==> src/rtl/mips_cpu_hilo_ctrl.sv <==
`default_nettype none
`timescale 1ns/1ps
// ============================================================================
// Module   : mips_cpu_hilo_ctrl
// Brief    : HI/LO register control for DIV/DIVU/MTHI/MTLO/MFHI/MFLO with an
//            external unsigned divider and signed fix-up.
// Revision : 1.0 - initial release
// ============================================================================
module mips_cpu_hilo_ctrl #(
  parameter int DBZ_CLEAR = 0
) (
  input  logic        clk,
  input  logic        reset,
  input  logic        op_valid,
  input  logic [2:0]  op_code,
  input  logic [31:0] op_a,
  input  logic [31:0] op_b,
  input  logic        flush,
  output logic        op_ready,
  output logic        rd_valid,
  output logic [31:0] rd_data,
  output logic [31:0] hi,
  output logic [31:0] lo,
  output logic        busy,
  output logic        div_start,
  output logic [31:0] div_dividend,
  output logic [31:0] div_divisor,
  input  logic [31:0] div_quotient,
  input  logic [31:0] div_remainder,
  input  logic        div_done,
  input  logic        div_dbz
);

  localparam logic [2:0] c_op_div  = 3'd0;
  localparam logic [2:0] c_op_divu = 3'd1;
  localparam logic [2:0] c_op_mthi = 3'd2;
  localparam logic [2:0] c_op_mtlo = 3'd3;
  localparam logic [2:0] c_op_mfhi = 3'd4;
  localparam logic [2:0] c_op_mflo = 3'd5;

  typedef enum logic [1:0] {
    S_IDLE  = 2'd0,
    S_START = 2'd1,
    S_WAIT  = 2'd2,
    S_FIX   = 2'd3
  } state_t;

  state_t      r_state;
  state_t      w_next;
  logic        r_sign_a;
  logic        r_sign_b;
  logic        w_accept;
  logic        w_is_div;
  logic        w_sign_a;
  logic        w_sign_b;
  logic [31:0] w_mag_a;
  logic [31:0] w_mag_b;
  logic        w_start_div;
  logic [31:0] w_fix_q;
  logic [31:0] w_fix_r;
  logic        w_unused;

  // Divide-by-zero is detected from op_b locally, so the divider flag is unused.
  assign w_unused    = div_dbz;

  assign op_ready    = (r_state == S_IDLE);
  assign busy        = (r_state != S_IDLE);
  assign div_start   = (r_state == S_START);

  assign w_accept    = op_valid & op_ready & ~flush;
  assign w_is_div    = (op_code == c_op_div) || (op_code == c_op_divu);
  assign w_sign_a    = (op_code == c_op_div) & op_a[31];
  assign w_sign_b    = (op_code == c_op_div) & op_b[31];
  assign w_mag_a     = w_sign_a ? (~op_a + 32'd1) : op_a;
  assign w_mag_b     = w_sign_b ? (~op_b + 32'd1) : op_b;
  assign w_start_div = w_accept & w_is_div & (op_b != 32'd0) & (w_mag_a != 32'd0);

  assign w_fix_q     = (r_sign_a ^ r_sign_b) ? (~div_quotient + 32'd1) : div_quotient;
  assign w_fix_r     = r_sign_a ? (~div_remainder + 32'd1) : div_remainder;

  always_ff @(posedge clk) begin
    if (!reset) begin
      r_state <= S_IDLE;
    end else begin
      r_state <= w_next;
    end
  end

  always_comb begin
    w_next = r_state;
    case (r_state)
      S_IDLE:  if (w_start_div) w_next = S_START;
      S_START: w_next = flush ? S_IDLE : S_WAIT;
      S_WAIT: begin
        if (flush)         w_next = S_IDLE;
        else if (div_done) w_next = S_FIX;
      end
      S_FIX:   w_next = S_IDLE;
      default: w_next = S_IDLE;
    endcase
  end

  always_ff @(posedge clk) begin
    if (!reset) begin
      hi           <= 32'd0;
      lo           <= 32'd0;
      rd_data      <= 32'd0;
      rd_valid     <= 1'b0;
      div_dividend <= 32'd0;
      div_divisor  <= 32'd0;
      r_sign_a     <= 1'b0;
      r_sign_b     <= 1'b0;
    end else begin
      rd_valid <= 1'b0;
      if (w_accept) begin
        case (op_code)
          c_op_div, c_op_divu: begin
            if (op_b == 32'd0) begin
              if (DBZ_CLEAR != 0) begin
                hi <= 32'd0;
                lo <= 32'd0;
              end
            end else if (w_mag_a == 32'd0) begin
              hi <= 32'd0;
              lo <= 32'd0;
            end else begin
              r_sign_a     <= w_sign_a;
              r_sign_b     <= w_sign_b;
              div_dividend <= w_mag_a;
              div_divisor  <= w_mag_b;
            end
          end
          c_op_mthi: hi <= op_a;
          c_op_mtlo: lo <= op_a;
          c_op_mfhi: begin
            rd_data  <= hi;
            rd_valid <= 1'b1;
          end
          c_op_mflo: begin
            rd_data  <= lo;
            rd_valid <= 1'b1;
          end
          default: ;
        endcase
      end
      // Flush arriving in FIX still wins: the result is discarded.
      if ((r_state == S_FIX) && !flush) begin
        lo <= w_fix_q;
        hi <= w_fix_r;
      end
    end
  end

endmodule
`default_nettype wire

==> config.mk <==
export PLATFORM = sky130hd
export DESIGN_NAME = mips_cpu_hilo_ctrl
export DESIGN_NICKNAME = d
export VERILOG_FILES = /design/src/rtl/mips_cpu_hilo_ctrl.sv
export SDC_FILE = /design/constraint.sdc
export NUM_CORES = 1
export LEC_CHECK = 0
export ABC_AREA = 1
export CORE_AREA = 4 4 150 152
export DETAILED_ROUTE_END_ITERATION = 12
export DIE_AREA = 0 0 154 156
export PLACE_DENSITY = 0.94
export REMOVE_ABC_BUFFERS = 1
export SETUP_SLACK_MARGIN = 0.1
export SLEW_MARGIN = 10
export SYNTH_ARGS = -nofsm -noshare
export SYNTH_HDL_FRONTEND = slang
export SYNTH_SLANG_ARGS = --single-unit
==> constraint.sdc <==
create_clock -name clk -period 5.7 [get_ports clk]
set_input_delay 1.71 -clock clk [delete_from_list [all_inputs] [get_ports clk]]
set_output_delay 1.71 -clock clk [all_outputs]
set_load 0.01 [all_outputs]
==> results.py, run 1 <==
metrics = {
    "place": {
        "hpwl_um": 31300,
        "port_buffers": 299,
        "place.gp.congestion": 0.951,
        "placed_area_sq_um": 14400,
    },
    "timing": {
        "setup_viol": 0,
        "worst_pin_slew_ps": 1190,
        "clock_skew_ps": 10.5,
        "max_freq_mhz": 211,
        "hold_viol": 0,
        "period_minus_slack_ps": 4750,
        "timing.final.crit_share_pct": 83.3,
        "drv_slew": 0,
        "grt_setup_unrepaired": "false",
        "hold_ws_ps": 462,
        "max_slew_margin_pct": 20.7,
    },
    "clocking": {
        "clk_pin_slew_ps": 70,
        "htree_levels": 4,
        "numClockSinks": 165,
        "cts_buffer_depth": 2,
        "clk_latency_ps": 440,
        "cts_made_buffers": 17,
        "cts_resized": 0,
        "cts_tree": "done",
        "root_buffer": "clkbuf_16",
        "cts_setup_buffers": 0,
        "hold_buffers": 0,
    },
    "global_routing": {
        "grt_start_max_net_pins": 82,
        "grt_pass1_vias": 12800,
        "antenna_found_initial": 4,
        "globalRouteOverflowTotal": 0,
        "grt_pass1_wl_um": 66300,
        "grt_use_total_pct": 33.5,
    },
    "synthesis": {
        "synth.ff_latch_count": 165,
        "syn_avg_cell_area_sq_um": 5.97,
        "synth_area_leader_cell": "dfxtp_1",
        "ys_types": 44,
        "yosysSeqAreaShare_pct": 29.3,
        "yosys.area.top_type_share_pct": 29.3,
        "synth.top_cells.by_count": "nand2_1 (473), nor2_1 (291), nand3_1 (195)",
        "yosys-top-cells-area": "dfxtp_1 (29%), nand2_1 (16%), nor2_1 (9.7%), nand3_1 (8.7%), a21oi_1 (8.0%)",
        "synth_area_sq_um": 11300,
        "ys.flop_type": "dfxtp_1",
        "ys_warn_count": 0,
        "yosysMostFrequentCell": "nand2_1",
        "synth_edf_count": 0,
        "synthCells": 1886,
        "async_flop_share_pct": 0,
    },
    "routing": {
        "drt_pass1_iterations": 6,
        "wirelength_um": 42100,
        "via_per_inst": 5.75,
        "wl_per_cell_um": 17.5,
        "drc_errors": 0,
        "num_vias": 13800,
        "first_iter_violations": 1193,
        "detail-route-antenna-nets": 0,
    },
    "critical_path": {
        "reg2regPathDepth": 13,
        "rrSetupSlack_ps": 2240,
        "critical_path_class": "primary input to register",
        "cp-start-kind": "primary input",
        "end_kind": "register",
        "startpoint": "op_code[1]",
        "worst_ep_arrival_time_ps": 5120,
        "required_ps": 6080,
        "crit_fanout": 29,
        "r2r-end": "lo[27]$_SDFFE_PN0P_",
        "reg2reg_from": "r_sign_a$_SDFFE_PN0P_",
        "endpoint": "lo[30]$_SDFFE_PN0P_",
    },
    "floorplanning": {
        "placementRows": 53,
        "die-height_um": 156,
        "io_pins": 301,
        "start_util_pct": 53.5,
        "core_sq_um": 21000,
        "die_w_um": 154,
        "die_area_sq_um": 24000,
    },
    "cells_and_area": {
        "fillers": 1797,
        "nets": 2258,
        "drive_gt1_share_pct": 4.56,
        "seq_area_sq_um": 3300,
        "multi_input_area_sq_um": 6980,
        "utilization_pct": 71.3,
        "final_cell_area_sq_um": 15000,
        "area_growth_pct": 33.1,
    },
    "outcome": {
        "run_status": "finished, final reports clean",
    },
    "pwr": {
        "leakagePower_nw": 5.99,
        "vdd.ir_drop.worst_mv": 0.200,
        "p_per_area_nw_per_um2": 200,
    },
    "flow_run": {
        "max_cap_viol_count": 0,
    },
    "hold_path": {
        "min_path_type": "register to register",
    },
}
layout make-up:
type	count	share of cell area (%)
diodes	4	0.0668
well taps	275	2.30
repair buffers	320	21.4
flip-flops and latches	165	22.0
inverters	146	3.66
clock buffers	20	2.98
multi-input cells	1466	46.6
clock inverters	12	0.960
placed cells by master (no fill, tap or decap), drive strengths merged:
cell type / n
diode: 4
a22oi: 3
clkbuf: 20
a21oi: 190
o31ai: 9
a221oi: 9
nor4: 5
o211ai: 2
nor3: 39
bufinv: 2
a31o: 1
nand4: 24
nor3b: 1
o22ai: 5
or2: 13
o21bai: 2
nand2: 477
o21ai: 94
a32o: 2
xnor2: 9
a32oi: 11
dfxtp: 165
buf: 22
o32ai: 1
o41ai: 1
nand3: 196
inv: 149
xor2: 31
clkinv: 5
nand3b: 27
a2bb2oi: 3
nor2: 294
clkinvlp: 2
clkdlybuf4s50: 298
a31oi: 12
ha: 5
metrics by stage:
step | setup TNS [ps] | power (mW) | std cells | worst slack [ps]
5_1_grt | 0 | 3.11 | 2408 | 610
4_1_cts | 0 | 3.01 | 2404 | 971
2_1_floorplan | -383250 | 1.51 | 1777 | -3460
3_5_place_dp | 0 | 1.83 | 2372 | 535
3_3_place_gp | 0 | 1.82 | 2372 | 582
6_report | 0 | 3.00 | 2408 | 954
logic make-up (layout without fill, tap and decap cells):
logic type      after synthesis  in the layout  share of synthesized area, %
other cells                   0              4                             0
fa+ha+maj                     5              5                         0.556
simple gates               1076           1076                          40.7
xor+xnor                     40             40                          3.11
compound gates              345            345                          17.2
buf+inv                     255            498                          9.12
flops                       165            165                          29.3
flip-flops by register name, summed over array words and instances, names as in the netlist:
register      count
div_dividend     32
div_divisor      32
hi               32
lo               32
r_sign_a          1
r_sign_b          1
r_state           2
rd_data          32
rd_valid          1
where the power goes:
part           internal (mW)  total, mW  switching, mW
sequential              1.19       1.22         0.0277
clock                  0.667       1.19          0.524
combinational          0.263      0.593          0.331
worst max-delay path, stage by stage:
cell,delay [ps]
clkdlybuf4s50_1,520
nor2_4,190
nand3_2,200
inv_2,370
buf_4,260
nand2_1,60
nand2_1,50
nand2_1,80
nor2_1,110
nand2_1,60
nor2_1,100
nand2_1,60
nor2_1,190
nand3_2,240
nand2_4,300
buf_12,230
nand2_2,120
nand2_1,100
nand2_1,60
nor2_1,90
metal layers:
metal / vias up / GRT usage (%) / share of wire, %
met2: 756 / 55.3 / 46
met1: 6307 / 43.3 / 41
met4: 0 / 13.2 / 3.1
met5: - / 0 / 0
met3: 97 / 6.30 / 8.9
li1: 6683 / - / -
worst min path at each step:
| stage | end | depth (start not counted) | start | slack [ps] |
|---|---|---|---|---|
| 3_5_place_dp | div_dividend[3]$_SDFFE_PN0P_ | 2 | div_dividend[3]$_SDFFE_PN0P_ | 460 |
| 3_3_place_gp | div_divisor[30]$_SDFFE_PN0P_ | 2 | div_divisor[30]$_SDFFE_PN0P_ | 450 |
| 6_report | div_dividend[3]$_SDFFE_PN0P_ | 2 | div_dividend[3]$_SDFFE_PN0P_ | 460 |
| 5_1_grt | div_dividend[0]$_SDFFE_PN0P_ | 2 | div_dividend[0]$_SDFFE_PN0P_ | 480 |
| 2_1_floorplan | r_sign_b$_SDFFE_PN0P_ | 2 | r_sign_b$_SDFFE_PN0P_ | 450 |
| 4_1_cts | div_dividend[3]$_SDFFE_PN0P_ | 2 | div_dividend[3]$_SDFFE_PN0P_ | 470 |
Note: power is estimated with default switching activity, not from simulation.
==> run 2: changes to the inputs <==
CORE_AREA = 4 4 156 158   (was 4 4 150 152)
DIE_AREA = 0 0 160 162   (was 0 0 154 156)
PLACE_DENSITY = 0.88   (was 0.94)
clock period = 4.5 ns   (was 5.7 ns; I/O delays follow)
==> run 2 against run 1 <==
Against the previous run:
- global-route usage is 2.3 points lower
- clock power is 29% higher
- register-to-register slack worse by 770 ps
- critical endpoint is now lo[9]$_SDFFE_PN0P_
==> results.py, run 2 (synthesis results as in run 1) <==
metrics = {
    "critical_path": {
        "slowest_stage": "clkdlybuf4s50_1",
        "end_kind": "register",
        "slowest_delay_ps": 530,
        "critical_path_class": "primary input to register",
        "r2r-end": "lo[27]$_SDFFE_PN0P_",
        "required_ps": 4840,
        "crit_fanout": 52,
        "crit_buf_inv": 5,
        "cp_top_family": "simple AND/OR/NAND/NOR gates",
        "startpoint": "op_code[1]",
        "reg2reg_from": "r_sign_a$_SDFFE_PN0P_",
        "crit_cells": 19,
        "rrSetupSlack_ps": 1470,
        "crit_chain": "clkdlybuf4s50_1, nor2_4, nand3_2, inv_2, buf_4, nand2_1, nand2_1, nand2_1, inv_1, nand2_1, nor2_1, nand2_1, nor2_1, nand3_2, nand2_4, buf_12, nand3_1, nand2_1, nor2_1",
        "reg2regPathDepth": 14,
        "cp-start-kind": "primary input",
        "worst_ep_arrival_time_ps": 4340,
        "cpMostUsedCell": "nand2_1",
    },
    "hold_path": {
        "min_from": "div_dividend[29]$_SDFFE_PN0P_",
        "whs_endpoint": "div_dividend[29]$_SDFFE_PN0P_",
        "min_path_cells": 2,
        "min_path_type": "register to register",
    },
    "routing": {
        "drc_errors": 0,
        "first_iter_violations": 1388,
        "via_per_inst": 5.67,
        "wirelength_um": 42100,
        "drt_pass1_iterations": 7,
        "num_vias": 13900,
        "wl_per_cell_um": 17.2,
        "detail-route-antenna-nets": 0,
    },
    "clocking": {
        "cts_setup_buffers": 0,
        "hold_buffers": 0,
        "cts_made_buffers": 17,
        "clk_latency_ps": 440,
        "htree_levels": 4,
        "clk_pin_slew_ps": 70,
        "root_buffer": "clkbuf_16",
        "numClockSinks": 165,
        "cts_tree": "done",
        "cts_buffer_depth": 2,
        "cts_resized": 0,
    },
    "pwr": {
        "p_int_mw": 2.70,
        "p_comb_share_pct": 19.7,
        "p_switching_mw": 1.14,
        "clkPwrFrac_pct": 40.1,
        "swShare_pct": 29.7,
        "leakagePower_nw": 6.08,
        "total_power_mw": 3.84,
        "p_per_area_nw_per_um2": 254,
        "vdd.ir_drop.worst_mv": 0.236,
        "seqPwrFrac_pct": 40.2,
    },
    "floorplanning": {
        "start_util_pct": 48.7,
        "die_w_um": 160,
        "die-height_um": 162,
        "core_sq_um": 23100,
        "die_area_sq_um": 25900,
        "io_pins": 301,
        "placementRows": 56,
    },
    "timing": {
        "max_freq_mhz": 250,
        "timing.final.crit_share_pct": 88.7,
        "grt_setup_unrepaired": "false",
        "max_slew_margin_pct": 21.7,
        "clock_skew_ps": 15.7,
        "worst_pin_slew_ps": 1170,
        "setup_viol": 0,
        "period_minus_slack_ps": 3990,
        "layout_setup_ws_ps": 507,
        "hold_ws_ps": 459,
        "drv_slew": 0,
        "hold_viol": 0,
    },
    "cells_and_area": {
        "final_cell_mix": "nand2_1 (473), clkdlybuf4s50_1 (298), nor2_1 (288)",
        "area_growth_pct": 34.5,
        "fillers": 2080,
        "nets": 2275,
        "drive_gt1_share_pct": 5.36,
        "mostFrequentLayoutCell": "nand2_1",
    },
    "global_routing": {
        "grt_pass1_wl_um": 66700,
        "grt_use_total_pct": 31.1,
        "antenna_found_initial": 4,
        "grt_pass1_vias": 12900,
        "globalRouteOverflowTotal": 0,
        "grt_start_max_net_pins": 72,
    },
    "place": {
        "hpwl_um": 31800,
        "port_buffers": 299,
        "dp_slack_ps": 92.5,
        "place.gp.congestion": 0.952,
    },
    "flow_run": {
        "max_cap_viol_count": 0,
    },
    "outcome": {
        "run_status": "finished, final reports clean",
    },
}
run 2: area by class of cell:
class | count | area (sq um) | area share [%]
diodes | 6 | 15.0 | 0.0992
clock buffers | 18 | 439 | 2.90
clock inverters | 14 | 169 | 1.12
inverters | 146 | 548 | 3.62
multi-input cells | 1466 | 6970 | 46.1
flip-flops and latches | 165 | 3300 | 21.8
well taps | 290 | 363 | 2.40
repair buffers | 337 | 3330 | 22.0
run 2: power by group through the flow:
stage                     Sequential, mW  Clock, mW  Combinational, mW
after global routing                1.55       1.60              0.825
after global placement              1.57          0              0.730
final                               1.54       1.54              0.756
after floorplan                     1.60          0              0.323
after CTS                           1.54       1.55              0.748
after detailed placement            1.58          0              0.743
run 2: how the worst max path moves through the flow:
stage | to | slack [ps]
4_1_cts | div_dividend[10]$_SDFFE_PN0P_ | 550
3_5_place_dp | div_dividend[10]$_SDFFE_PN0P_ | 90
3_3_place_gp | lo[9]$_SDFFE_PN0P_ | 130
5_1_grt | lo[9]$_SDFFE_PN0P_ | 270
6_report | lo[9]$_SDFFE_PN0P_ | 510
2_1_floorplan | hi[31]$_SDFFE_PN0P_ | -4300
run 2: routing by layer:
layer	share of wire, %	vias to the layer above	track usage [%]
li1	-	6727	-
met2	45	750	50.9
met5	0	-	0
met3	9.8	112	6.75
met4	3.9	0	12.9
met1	41	6267	40.0
run 2: metrics by stage:
stage                     cell area [sq um]  instances  TNS (ps)  util [%]
after floorplan                       10800       1777   -493290         -
after CTS                             15100       2436         0      65.4
final                                 15100       2442         0      65.5
after detailed placement              14500       2404         0      62.8
after global placement                14500       2404         0      62.8
after global routing                  15100       2440         0      65.4
run 2: tightest hold or removal path: stages (launching register included):
cell and delay [ps]:
dfxtp_1 310, nand2_1 60, a21oi_1 50
==> run 3: changes to the inputs <==
CORE_AREA = 2 2 154 156   (was 4 4 156 158)
DIE_AREA = 0 0 156 158   (was 0 0 160 162)
==> run 3 against run 2 <==
Against the previous run:
- routed wire length increased by 2.0%
- first-iteration DRC count down 11%
- hold slack gained 0.90 ps
- sequential share of layout area fell by 0.097 points
==> results.py, run 3 (synthesis results as in run 1) <==
metrics = {
    "critical_path": {
        "endpoint": "lo[30]$_SDFFE_PN0P_",
        "reg2regPathDepth": 13,
        "cp-start-kind": "primary input",
        "required_ps": 4870,
        "end_kind": "register",
        "rrSetupSlack_ps": 970,
        "crit_fanout": 31,
        "critical_path_class": "primary input to register",
        "reg2reg_from": "r_sign_a$_SDFFE_PN0P_",
        "r2r-end": "lo[27]$_SDFFE_PN0P_",
        "worst_ep_arrival_time_ps": 4330,
        "startpoint": "op_code[2]",
    },
    "timing": {
        "hold_ws_ps": 460,
        "clock_skew_ps": 13.8,
        "setup_viol": 0,
        "max_freq_mhz": 252,
        "grt_setup_unrepaired": "false",
        "drv_slew": 0,
        "timing.final.crit_share_pct": 88.1,
        "hold_viol": 0,
        "period_minus_slack_ps": 3970,
        "max_slew_margin_pct": 40.3,
        "worst_pin_slew_ps": 895,
    },
    "place": {
        "place.gp.congestion": 0.933,
        "placed_area_sq_um": 14600,
        "port_buffers": 299,
        "hpwl_um": 32300,
    },
    "global_routing": {
        "grt_use_total_pct": 33.8,
        "grt_start_max_net_pins": 65,
        "antenna_found_initial": 5,
        "grt_pass1_vias": 12700,
        "globalRouteOverflowTotal": 0,
        "grt_pass1_wl_um": 66400,
    },
    "floorplanning": {
        "core_sq_um": 23100,
        "start_util_pct": 48.8,
        "die_area_sq_um": 24600,
        "io_pins": 301,
        "die_w_um": 156,
        "placementRows": 56,
        "die-height_um": 158,
    },
    "pwr": {
        "total_power_mw": 3.77,
        "leakagePower_nw": 6.11,
        "p_per_area_nw_per_um2": 248,
        "vdd.ir_drop.worst_mv": 0.250,
    },
    "clocking": {
        "hold_buffers": 0,
        "cts_made_buffers": 17,
        "cts_setup_buffers": 0,
        "root_buffer": "clkbuf_16",
        "clk_pin_slew_ps": 80,
        "cts_resized": 0,
        "htree_levels": 4,
        "cts_buffer_depth": 2,
        "numClockSinks": 165,
        "cts_tree": "done",
        "clk_latency_ps": 430,
    },
    "routing": {
        "via_per_inst": 5.66,
        "first_iter_violations": 1240,
        "top_layer_used": "met5",
        "wl_met3_um": 4260,
        "detail-route-antenna-nets": 0,
        "wl_met2_um": 19300,
        "num_vias": 13800,
        "wl_met1_um": 17500,
        "drt_pass1_iterations": 6,
        "wl_per_cell_um": 17.6,
        "drc_errors": 0,
        "wirelength_um": 42900,
    },
    "cells_and_area": {
        "multi_input_area_sq_um": 6970,
        "mostFrequentLayoutCell": "nand2_1",
        "seq_area_sq_um": 3300,
        "nets": 2278,
        "fillers": 2102,
        "final_cell_mix": "nand2_1 (473), clkdlybuf4s50_1 (298), nor2_1 (288)",
        "final_cell_area_sq_um": 15200,
        "drive_gt1_share_pct": 5.40,
        "area_growth_pct": 35.1,
        "utilization_pct": 66.0,
    },
    "flow_run": {
        "max_cap_viol_count": 0,
    },
    "outcome": {
        "run_status": "finished, final reports clean",
    },
    "hold_path": {
        "min_path_type": "register to register",
    },
}
[run 3: critical path: stages]
cell and delay (ps):
clkdlybuf4s50_1 510, nor2_4 170, nand3_2 160, inv_2 220, buf_12 200, nand2_1 180
nand3_1 140, nand2_1 90, nor2_1 90, nand2_1 90, nor2_1 140, nand3_2 150
nand2_4 220, buf_12 220, nand2_2 120, nand2_1 80, nand2_1 40, nor2_1 110
[run 3: final cells by class]
type	count	area share [%]
antenna	4	0.0658
multi-input combinational	1466	45.9
inverter	146	3.60
tap	290	2.39
clock inverter	13	0.930
sequential	165	21.7
clock buffer	18	2.82
timing repair buffer	340	22.6
[run 3: metrics by stage]
| step | worst slack [ps] | std cells | setup TNS [ps] |
|---|---|---|---|
| final | 534 | 2442 | 0 |
| after global routing | 185 | 2441 | 0 |
| after CTS | 548 | 2438 | 0 |
| after detailed placement | 101 | 2407 | 0 |
| after global placement | 126 | 2407 | 0 |
| after floorplan | -4300 | 1777 | -493290 |
[run 3: metal layers]
| layer | up-vias | track usage, % |
|---|---|---|
| li1 | 6717 | - |
| met1 | 6263 | 43.0 |
| met2 | 736 | 54.7 |
| met3 | 110 | 7.61 |
| met4 | 2 | 15.9 |
| met5 | - | 0 |
[run 3: worst min path at each step]
stage | start | end | slack, ps | depth (start not counted)
2_1_floorplan | r_sign_b$_SDFFE_PN0P_ | r_sign_b$_SDFFE_PN0P_ | 450 | 2
5_1_grt | div_dividend[9]$_SDFFE_PN0P_ | div_dividend[9]$_SDFFE_PN0P_ | 480 | 2
4_1_cts | div_dividend[7]$_SDFFE_PN0P_ | div_dividend[7]$_SDFFE_PN0P_ | 460 | 2
3_5_place_dp | div_divisor[12]$_SDFFE_PN0P_ | div_divisor[12]$_SDFFE_PN0P_ | 450 | 2
6_report | div_dividend[7]$_SDFFE_PN0P_ | div_dividend[7]$_SDFFE_PN0P_ | 460 | 2
3_3_place_gp | div_dividend[24]$_SDFFE_PN0P_ | div_dividend[24]$_SDFFE_PN0P_ | 450 | 2
[run 3: where the power goes]
group          internal [mW]  switching, mW
clock                  0.783          0.676
combinational          0.343          0.427
sequential              1.51         0.0348
==> RTL change, RTL diff (config.mk and constraints of run 2) <==
Encoding of `state_t`: now one-hot (4 bits for 4 states).
--- a/src/rtl/mips_cpu_hilo_ctrl.sv
+++ b/src/rtl/mips_cpu_hilo_ctrl.sv
@@ -38,11 +38,11 @@
   localparam logic [2:0] c_op_mfhi = 3'd4;
   localparam logic [2:0] c_op_mflo = 3'd5;
 
-  typedef enum logic [1:0] {
-    S_IDLE  = 2'd0,
-    S_START = 2'd1,
-    S_WAIT  = 2'd2,
-    S_FIX   = 2'd3
+  typedef enum logic [3:0] {
+    S_IDLE  = 4'b0001,
+    S_START = 4'b0010,
+    S_WAIT  = 4'b0100,
+    S_FIX   = 4'b1000
   } state_t;
 
   state_t      r_state;
Formal check against the unedited RTL: same outputs for any inputs over 4 cycles, from zero or initial values and one cycle with reset low; so few cycles prove little.
==> RTL change against run 2 <==
  * Maximum frequency shrank 4.9%
  * Routed wire length grew 4.5%
  * Sequential share of layout area grew 0.18 points
  * Cell area grew 0.40%
  * Setup slack lost 0.21 ns
  * Die area is the same
  * Sequential cell count grew 2
  * Synthesized area is essentially flat
  * Hold slack gained 0.021 ns
  * Power grew 3.3%
  * Highest routed layer unchanged
==> RTL change: results (changes against run 2) <==
stage,metric,value,unit,change
cts,clockRootBuffer,clkbuf_16,,unchanged
placement,placed_area,0.0146,sq mm,was 0.0145 sq mm
drt,drt-initial-drc-count,1449,,was 1388
logic_synthesis,synthTopCellsByArea,"dfxtp_1 30%, nand2_1 14%, nor2_1 13%, o21ai_0 6.9%, nand3_1 5.7%",,"was dfxtp_1 29%, nand2_1 16%, nor2_1 9.7%, nand3_1 8.7%, a21oi_1 8.0%"
power_and_ir_drop,ir_worst_vdd,0.225,mV,was 0.236 mV
logic_synthesis,synthArstFlopShare,0,%,unchanged
min_path,min_from,div_divisor[24],,was div_dividend[29]
flow_run,drv_cap,0,,unchanged
drt,viasPerCell,5.66,,was 5.67
placement,hpwlAfterDp,33500,um,was 31800 um
cts,cts_resized,0,,unchanged
power_and_ir_drop,p_leak,6.18,nW,was 6.08 nW
global_routing,track_usage,32.6,%,was 31.1%
global_routing,antenna_found_initial,4,,unchanged
critical_path,cp_max_fo,40,,was 52
finish,finalNetCount,2296,,was 2275
logic_synthesis,yosys_warnings,0,,unchanged
sta,finalWorstSetupSlack,0.300,ns,was 0.507 ns
drt,routedWlPerCell,17.9,um,was 17.2 um
placement,portBuffers,299,,unchanged
cts,cts_buffer_depth,2,,unchanged
global_routing,grt_max_degree,68,,was 72
placement,dp_slack,-0.0516,ns,was 0.0925 ns
logic_synthesis,synth_top_flop_cell,dfxtp_1,,unchanged
logic_synthesis,synth_cell_types,43,,was 44
min_path,holdCritPathClass,reg -> reg,,unchanged
cts,post_cts_buffers,0,,unchanged
cts,insertion_delay,0.44,ns,about the same
logic_synthesis,synth_commonest_cells,"422 x nand2_1, 396 x nor2_1, 167 x dfxtp_1, 154 x o21ai_0, 153 x inv_1",,"was 473 x nand2_1, 291 x nor2_1, 195 x nand3_1, 180 x a21oi_1, 165 x dfxtp_1"
sta,slew_headroom,29.5,%,was 21.7%
drt,drtPass1Iterations,6,,was 7
logic_synthesis,ys_seq_area_share,29.7,%,was 29.3%
power_and_ir_drop,p_int,2.78,mW,was 2.70 mW
global_routing,overflow,0,,unchanged
cts,h-tree-depth,4,,unchanged
global_routing,grt_pass1_wl,69200,um,was 66700 um
global_routing,grt_pass1_vias,12900,,about the same
sta,finClkSkew,0.0104,ns,was 0.0157 ns
placement,gp_congestion,0.938,,was 0.952
run_status,status,"complete, no violations",,unchanged
critical_path,reg2reg_from,r_state[2],,was r_sign_a
critical_path,r2r_slack,1.48,ns,
cts,numCtsBuffers,17,,unchanged
finish,fill_cells,2133,,was 2080
critical_path,crit_start,op_code[1],,unchanged
cts,clk_pin_slew_worst_paths,0.07,ns,about the same
finish,drive_above_1_share,4.25,%,was 5.36%
-- RTL change: cell count changes after synthesis, sizes merged, moves of 6 or more --
cell and change:
o21ai +60, inv +13, o32ai +7, a31oi +32
xor2 -7, or2 -11, a32oi -7, nand2 -53
buf -6, nand3 -66, nand4 +21, a221oi -9
a21oi -79, nor2 +103
-- RTL change: worst max-delay path: stages --
cell	delay (ns)
clkdlybuf4s50_1	0.56
nor2_8	0.19
nand3_4	0.11
inv_2	0.44
nand2_1	0.26
nand2_1	0.12
nand2_1	0.08
nor2_1	0.10
nand4_1	0.08
nor2_1	0.18
nand3_1	0.26
nand2_4	0.23
buf_12	0.22
nand3_1	0.11
nand2_1	0.17
nor2_1	0.05
-- RTL change: metal layers --
layer / global-route usage [%] / wire [um] / vias to the layer above / share of wire (%)
met5: 0 / 0 / - / 0
met4: 12.4 / 1510 / 0 / 3.4
met3: 5.28 / 3170 / 86 / 7.2
met2: 55.3 / 20800 / 631 / 47
met1: 42.0 / 18500 / 6436 / 42
li1: - / - / 6770 / -
-- RTL change: final timing paths --
check,endpoint,cells after the start
setup / recovery,lo[22],16
setup reg to reg,lo[2],12
hold / removal,div_divisor[24],2
hold reg to reg,div_divisor[24],2
-- RTL change: power groups by stage --
stage	combinational, mW	clock [mW]	sequential [mW]
2_1_floorplan	0.353	0	1.62
3_3_place_gp	0.820	0	1.60
3_5_place_dp	0.832	0	1.60
4_1_cts	0.838	1.55	1.57
5_1_grt	0.921	1.62	1.58
6_report	0.845	1.55	1.57
-- RTL change: final cells by class --
cell class / count / area (sq um) / share of cell area (%)
Clock buffer: 18 / 429 / 2.82
Multi-Input combinational cell: 1467 / 6870 / 45.2
Sequential cell: 167 / 3340 / 22.0
Clock inverter: 13 / 171 / 1.13
Inverter: 159 / 597 / 3.93
Tap cell: 290 / 363 / 2.39
Antenna cell: 4 / 10.0 / 0.0659
Timing Repair Buffer: 342 / 3410 / 22.5
-- RTL change: cell families (layout without fill, tap and decap cells) --
group	Yosys count	count (layout)	synth area share (%)
compound gates	353	353	17.3
xor+xnor	30	30	2.34
fa+ha+maj	5	5	0.556
buf+inv	264	532	9.57
flops	167	167	29.7
other cells	0	4	0
simple gates	1079	1079	40.5
-- RTL change: metrics by stage --
| step | cells | power, mW | hold slack (ns) |
|---|---|---|---|
| floorplan | 1793 | 1.98 | 0.477 |
| CTS | 2456 | 3.96 | 0.485 |
| global route | 2460 | 4.11 | 0.507 |
| detailed placement | 2425 | 2.44 | 0.470 |
| global placement | 2425 | 2.42 | 0.463 |
| finish | 2460 | 3.97 | 0.480 |
